<file path="config.mk">
export PLATFORM = sky130hd
export DESIGN_NAME = r200_ifid_buf_flat
export DESIGN_NICKNAME = d
export VERILOG_FILES = /design/src/rtl/r200_pkg.sv /design/src/rtl/r200_ifid_buf_if.sv /design/src/rtl/r200_fifo2.sv /design/src/rtl/r200_ifid_buf.sv /design/src/flat_wrapper.sv
export SDC_FILE = /design/constraint.sdc
export NUM_CORES = 1
export LEC_CHECK = 0
export CAP_MARGIN = 30
export CORE_MARGIN = 5
export CORE_UTILIZATION = 50
export DETAILED_ROUTE_END_ITERATION = 10
export PLACE_DENSITY = 0.92
export SYNTH_ARGS = -nofsm -noshare
export SYNTH_HDL_FRONTEND = slang
export SYNTH_HIERARCHICAL = 1
export SYNTH_SLANG_ARGS = --single-unit
</file>
<file path="constraint.sdc">
create_clock -name clk -period 9.8 [get_ports clk]
set_input_delay 1.47 -clock clk [delete_from_list [all_inputs] [get_ports clk]]
set_output_delay 1.47 -clock clk [all_outputs]
set_load 0.005 [all_outputs]
</file>
<file path="src/rtl/r200_pkg.sv">
// Shared r200 core constants and types used across the pipeline blocks.
package r200_pkg;

   localparam int unsigned XLEN = 32;
   localparam logic [XLEN-1:0] NOP_INSTR_DEFAULT = 32'h0000_0000;

   // One IF/ID pipeline entry; the buffer stores it as a single packed word.
   typedef struct packed {
      logic [XLEN-1:0] instrn;
      logic [XLEN-1:0] pc;
      logic [XLEN-1:0] pcp4;
   } ifid_entry_t;

   localparam int unsigned ENTRY_W = $bits(ifid_entry_t);

endpackage

</file>
<file path="src/rtl/r200_ifid_buf_if.sv">
// Fetch-to-decode handshake bundle; the buffer is the slave, its neighbours the master.
interface r200_ifid_buf_if;
   import r200_pkg::*;

   logic [XLEN-1:0] if_instrn;
   logic [XLEN-1:0] if_pc;
   logic [XLEN-1:0] if_pcp4;
   logic            if_valid;
   logic            if_ready;
   logic [XLEN-1:0] id_instrn;
   logic [XLEN-1:0] id_pc;
   logic [XLEN-1:0] id_pcp4;
   logic            id_valid;
   logic            id_ready;
   logic            flush;
   logic [15:0]     stall_cnt;

   modport slave (
      input  if_instrn, if_pc, if_pcp4, if_valid, id_ready, flush,
      output if_ready, id_instrn, id_pc, id_pcp4, id_valid, stall_cnt
   );

   modport master (
      output if_instrn, if_pc, if_pcp4, if_valid, id_ready, flush,
      input  if_ready, id_instrn, id_pc, id_pcp4, id_valid, stall_cnt
   );

endinterface

</file>
<file path="src/rtl/r200_fifo2.sv">
// Generic 2-entry FIFO with pointer/count control; payload storage is not reset.
module r200_fifo2 #(
   parameter int unsigned W = 96
) (
   input  logic         clk,
   input  logic         rst_n,
   input  logic         push_i,
   input  logic         pop_i,
   input  logic         flush_i,
   input  logic [W-1:0] wdata_i,
   output logic [W-1:0] rdata_o,
   output logic [1:0]   count_o
);

   logic [W-1:0] mem_q [2];
   logic         wptr_q, wptr_d;
   logic         rptr_q, rptr_d;
   logic [1:0]   count_q, count_d;

   // Flush wins over any push/pop in the same cycle and re-aligns both pointers.
   always_comb begin
      wptr_d  = wptr_q;
      rptr_d  = rptr_q;
      count_d = count_q;
      if (flush_i) begin
         wptr_d  = 1'b0;
         rptr_d  = 1'b0;
         count_d = 2'd0;
      end else begin
         if (push_i) wptr_d = ~wptr_q;
         if (pop_i)  rptr_d = ~rptr_q;
         case ({push_i, pop_i})
            2'b10:   count_d = count_q + 2'd1;
            2'b01:   count_d = count_q - 2'd1;
            default: count_d = count_q;
         endcase
      end
   end

   always_ff @(posedge clk or negedge rst_n) begin
      if (!rst_n) begin
         wptr_q  <= 1'b0;
         rptr_q  <= 1'b0;
         count_q <= 2'd0;
      end else begin
         wptr_q  <= wptr_d;
         rptr_q  <= rptr_d;
         count_q <= count_d;
      end
   end

   always_ff @(posedge clk) begin
      if (push_i) mem_q[wptr_q] <= wdata_i;
   end

   assign rdata_o = mem_q[rptr_q];
   assign count_o = count_q;

endmodule

</file>
<file path="src/rtl/r200_ifid_buf.sv">
// IF/ID skid buffer: two-deep queue between fetch and decode, NOP masking and stall counting.
module r200_ifid_buf
   import r200_pkg::*;
#(
   parameter logic [XLEN-1:0] NOP_INSTR = NOP_INSTR_DEFAULT
) (
   input logic           clk,
   input logic           rst_n,
   r200_ifid_buf_if.slave bus
);

   logic        push;
   logic        pop;
   logic        ifReady;
   logic        idValid;
   logic [1:0]  count;
   ifid_entry_t wrEntry;
   ifid_entry_t rdEntry;
   logic [15:0] stallCnt_q, stallCnt_d;

   // Ready/valid come only from the registered count, so decode never loops back into fetch.
   assign ifReady = (count != 2'd2);
   assign idValid = (count != 2'd0);
   assign push    = bus.if_valid & ifReady & ~bus.flush;
   assign pop     = idValid & bus.id_ready & ~bus.flush;

   assign wrEntry = '{instrn: bus.if_instrn, pc: bus.if_pc, pcp4: bus.if_pcp4};

   r200_fifo2 #(.W(ENTRY_W)) uFifo (
      .clk     (clk),
      .rst_n   (rst_n),
      .push_i  (push),
      .pop_i   (pop),
      .flush_i (bus.flush),
      .wdata_i (wrEntry),
      .rdata_o (rdEntry),
      .count_o (count)
   );

   always_comb begin
      stallCnt_d = stallCnt_q;
      if (bus.if_valid && !ifReady && !bus.flush && (stallCnt_q != 16'hFFFF))
         stallCnt_d = stallCnt_q + 16'd1;
   end

   always_ff @(posedge clk or negedge rst_n) begin
      if (!rst_n) stallCnt_q <= 16'd0;
      else        stallCnt_q <= stallCnt_d;
   end

   // Empty head shows a NOP so decode sees a harmless instruction.
   always_comb begin
      bus.id_instrn = NOP_INSTR;
      bus.id_pc     = '0;
      bus.id_pcp4   = '0;
      if (idValid) begin
         bus.id_instrn = rdEntry.instrn;
         bus.id_pc     = rdEntry.pc;
         bus.id_pcp4   = rdEntry.pcp4;
      end
   end

   assign bus.id_valid  = idValid;
   assign bus.if_ready  = ifReady;
   assign bus.stall_cnt = stallCnt_q;

endmodule

</file>
<file path="src/flat_wrapper.sv">
// flat-port wrapper written by rule: the top's interface ports become plain ports
module r200_ifid_buf_flat import r200_pkg::*;
#(
   parameter logic [XLEN-1:0] NOP_INSTR = NOP_INSTR_DEFAULT
)
  (clk, rst_n, bus_if_instrn, bus_if_pc, bus_if_pcp4, bus_if_valid, bus_id_ready, bus_flush, bus_if_ready, bus_id_instrn, bus_id_pc, bus_id_pcp4, bus_id_valid, bus_stall_cnt);
  r200_ifid_buf_if bus_i ();
  input logic clk;
  input logic rst_n;
  input wire logic [$bits(bus_i.if_instrn)-1:0] bus_if_instrn;
  input wire logic [$bits(bus_i.if_pc)-1:0] bus_if_pc;
  input wire logic [$bits(bus_i.if_pcp4)-1:0] bus_if_pcp4;
  input wire logic [$bits(bus_i.if_valid)-1:0] bus_if_valid;
  input wire logic [$bits(bus_i.id_ready)-1:0] bus_id_ready;
  input wire logic [$bits(bus_i.flush)-1:0] bus_flush;
  output wire logic [$bits(bus_i.if_ready)-1:0] bus_if_ready;
  output wire logic [$bits(bus_i.id_instrn)-1:0] bus_id_instrn;
  output wire logic [$bits(bus_i.id_pc)-1:0] bus_id_pc;
  output wire logic [$bits(bus_i.id_pcp4)-1:0] bus_id_pcp4;
  output wire logic [$bits(bus_i.id_valid)-1:0] bus_id_valid;
  output wire logic [$bits(bus_i.stall_cnt)-1:0] bus_stall_cnt;
  assign bus_i.if_instrn = bus_if_instrn;
  assign bus_i.if_pc = bus_if_pc;
  assign bus_i.if_pcp4 = bus_if_pcp4;
  assign bus_i.if_valid = bus_if_valid;
  assign bus_i.id_ready = bus_id_ready;
  assign bus_i.flush = bus_flush;
  assign bus_if_ready = bus_i.if_ready;
  assign bus_id_instrn = bus_i.id_instrn;
  assign bus_id_pc = bus_i.id_pc;
  assign bus_id_pcp4 = bus_i.id_pcp4;
  assign bus_id_valid = bus_i.id_valid;
  assign bus_stall_cnt = bus_i.stall_cnt;
  r200_ifid_buf #(.NOP_INSTR(NOP_INSTR)) u_core (.clk(clk), .rst_n(rst_n), .bus(bus_i));
endmodule
</file>
==> results by group <==
Outcome
  – Status: completed

Timing
  – Max frequency: 215.0 MHz
  – Clk_skew: 0.01751 ns
  – Final Setup Violations: 0
  – Least-Margin Pin Slew: 0.9196 ns
  – Crit share post-route: 47.46%
  – Fin Hold WS: 0.5260 ns
  – Normalized max-slew margin: 38.50%
  – Final hold violations: 0
  – Setup TNS: 0 ns
  – Pins Over Slew Limit: 0
  – Fin crit period: 4.651 ns
  – RSZ-0062 raised after global routing: no

Floorplan
  – DIE AREA: 0.02029 sq mm
  – Initial core utilization: 50.88%
  – Core Region: 0.01724 sq mm
  – I/O pin total: 215
  – Die width: 142.4 um
  – Die height: 142.4 um
  – Site Rows: 48

Clock tree
  – CTS tree: yes
  – Clock root buffer: clkbuf_16
  – Clk slew on worst S/H paths: 0.06 ns
  – H-tree depth: 1
  – Post-CTS Resized: 0
  – CTS Buffer Depth: 3
  – Clk_lat worst skew: 0.49 ns
  – CTS Sinks: 212
  – Post-CTS Setup Inserts: 0
  – Hold-fix buffer count after cts: 0
  – TritonCTS buffer count: 22

Drt
  – Routed Antenna Nets: 0
  – First drt pass iteration count: 4
  – Routed wire length: 18.32 mm
  – Post-route DRC violation count: 0
  – Initial DRC Count: 275
  – Vias per cell: 5.113
  – Vias: 4903
  – Drt wl/cell: 19.10 um

Cells and area
  – Area grow syn2layout: 34.81%
  – # diodes: 0
  – Nets@finish: 820
  – Filler cell count: 1091
  – Share of cells above drive strength 1: 20.44%

Power and ir drop
  – LEAKAGE: 0.004205 uW
  – Net Switching: 455.7 uW
  – Clk network pwr share: 37.0%
  – P_int: 1682 uW
  – Combinational power share: 13.8%
  – Sw Ratio: 21.31%
  – Register share of total power: 49.2%
  – Worst VDD drop: 0.1437 mV
  – P per Cell Area: 180.8 mW/mm^2

Yosys
  – Syn nets: 600
  – Cell taking the most area after synthesis: edfxtp_1
  – Flops & latches, synth: 212
  – Top cells by count, synth: edfxtp_1, and2_1, mux2_2, mux2_4, dfrtp_1
  – Top cell type's share of synthesized area: 65.74%
  – Post-synth EDFFs: 192
  – Post-synthesis cell area: 0.008770 sq mm
  – Most common cell in the netlist: edfxtp_1
  – Synth Instances: 498
  – Yosys warns: 6
  – Synth area leaders: edfxtp_1, mux2_2, and2_1, dfrtp_1, mux2_4
  – Synth cell types: 34
  – Post-synthesis sequential area ratio: 71.45%
  – Synth async-reset ratio: 9.434%
  – Synth Flop Type: edfxtp_1
  – Mean Syn Cell Area: 17.61 sq um

Critical path
  – Setup crit end: bus_id_pcp4[5]
  – Critical path arrival: 3.18 ns
  – Reg2Reg Depth: 4
  – Slowest CP cell: dfrtp_4
  – Critical Path RT: 8.33 ns
  – FF-to-FF End: u_core/uFifo/mem_q[1][16]
  – CP bufs+invs: 2
  – Reg2reg setup slack: 7.15 ns
  – CP Depth: 4
  – Crit-path leading delay family: buffers and inverters
  – Crit Path Max Fanout: 58
  – CP Class: flip-flop to output pin
  – Worst-path cell chain: buf_4, mux2_2, and2_1, clkdlybuf4s50_1
  – CP max stage delay: 0.83 ns
  – Worst R2R Start: u_core/uFifo/count_o[0]
  – Worst Setup SP: u_core/uFifo/rptr_q
  – Worst Setup End Kind: output pin
  – Nature of the critical path startpoint: flip-flop

Placed design
  – Hpwl dp: 12.21 mm
  – Final RePlAce weighted congestion: 0.8105
  – IO buf count: 214

Global routing
  – Vias in the first global route: 5336
  – Initial antenna violation count: 0
  – Pin count of the biggest net entering global routing: 99
  – First-pass GRT wire length: 28.48 mm
  – Overall routing resource usage: 17.62%
  – Total congestion overflow: 0

Flow run
  – Max_cap viols: 0

Worst hold path
  – Hold Crit Class: flip-flop to flip-flop
-- power by group through the flow --
stage	Clock [uW]	Combinational, uW	Sequential [uW]
after CTS	813	300	1050
after detailed placement	0	296	1070
after global routing	854	317	1060
after global placement	0	287	1070
after floorplan	0	128	1070
final	792	294	1050
-- cell type report --
cell class	count	area [sq um]	area share, %
multi-input combinational	262	2377	20.11
tap	225	281.5	2.381
sequential	212	6270	53.03
timing repair buffer	219	2192	18.54
clock inverter	13	87.58	0.7408
clock buffer	27	610.6	5.165
inverter	1	3.754	0.03175
-- routing by layer --
metal / vias up / share of wire (%) / wire [um] / GRT usage [%]
met1: 2433 / 39 / 7134 / 22.02
met5: - / 0 / 0 / 0
met2: 160 / 53 / 9673 / 31.53
li1: 2278 / - / - / -
met3: 32 / 6.5 / 1185 / 3.629
met4: 0 / 1.8 / 323 / 4.452
-- kinds of logic (layout without fill, tap and decap cells) --
kind of cell               Yosys count  count (layout)  share of synthesized area, %
buffers and inverters               24             260                         1.555
adders and majority gates            1               1                        0.1427
DFF                                212             212                         71.45
and+or+nand+nor                    145             145                         11.21
muxes                               97              97                         13.78
AOI/OAI and AO/OA                    1               1                       0.05701
xor gates and xnor gates            18              18                         1.798
-- how the worst min path moves through the flow --
stage	startpoint	to	slack (ns)	depth (start not counted)
global route	u_core/bus.stall_cnt[15]	u_core/bus.stall_cnt[15]	0.56	1
finish	u_core/bus.stall_cnt[15]	u_core/bus.stall_cnt[15]	0.53	1
detailed placement	u_core/bus.stall_cnt[14]	u_core/bus.stall_cnt[14]	0.53	1
global placement	u_core/bus.stall_cnt[15]	u_core/bus.stall_cnt[15]	0.51	1
CTS	u_core/bus.stall_cnt[15]	u_core/bus.stall_cnt[15]	0.54	1
floorplan	u_core/bus.stall_cnt[15]	u_core/bus.stall_cnt[15]	0.50	1
-- stage by stage --
stage	power [uW]	instances	utilization (%)	worst slack [ns]	instance area, sq um
CTS	2165	959	68.59	5.086	11820
floorplan	1194	498	-	3.201	8770
global route	2226	959	68.59	4.980	11820
finish	2138	959	68.59	5.149	11820
detailed placement	1367	919	64.54	5.641	11120
global placement	1354	918	64.42	5.269	11100
-- cell usage in the layout (no fill, tap or decap), types with 2 or more instances in the layout --
| cell | Yosys | final |
|---|---|---|
| nand2_1 | 3 | 3 |
| and3b_1 | 3 | 3 |
| nand4_2 | 2 | 2 |
| clkinv_2 | 0 | 6 |
| clkbuf_8 | 0 | 2 |
| xnor2_1 | 3 | 3 |
| nand4_1 | 2 | 2 |
| nor3_1 | 8 | 8 |
| buf_4 | 0 | 4 |
| mux2_4 | 31 | 31 |
| mux2_2 | 66 | 66 |
| nor4b_2 | 2 | 2 |
| clkbuf_1 | 11 | 2 |
| and2_1 | 98 | 97 |
| edfxtp_1 | 192 | 192 |
| clkdlybuf4s50_1 | 0 | 214 |
| nor2_1 | 6 | 6 |
| nor4_2 | 2 | 2 |
| nand3_1 | 4 | 4 |
| clkbuf_16 | 0 | 23 |
| nor3b_1 | 4 | 4 |
| dfrtp_1 | 20 | 19 |
| xor2_1 | 15 | 15 |
| clkinv_1 | 0 | 5 |
-- registers in the layout (all words and copies together) (netlist names) --
name / cells
u_core/uFifo/rptr_q: 1
u_core/uFifo/mem_q: 192
u_core/uFifo/wptr_q: 1
u_core/bus.stall_cnt: 16
u_core/uFifo/count_o: 2
No activity file was read; power rests on OpenSTA's default activity.
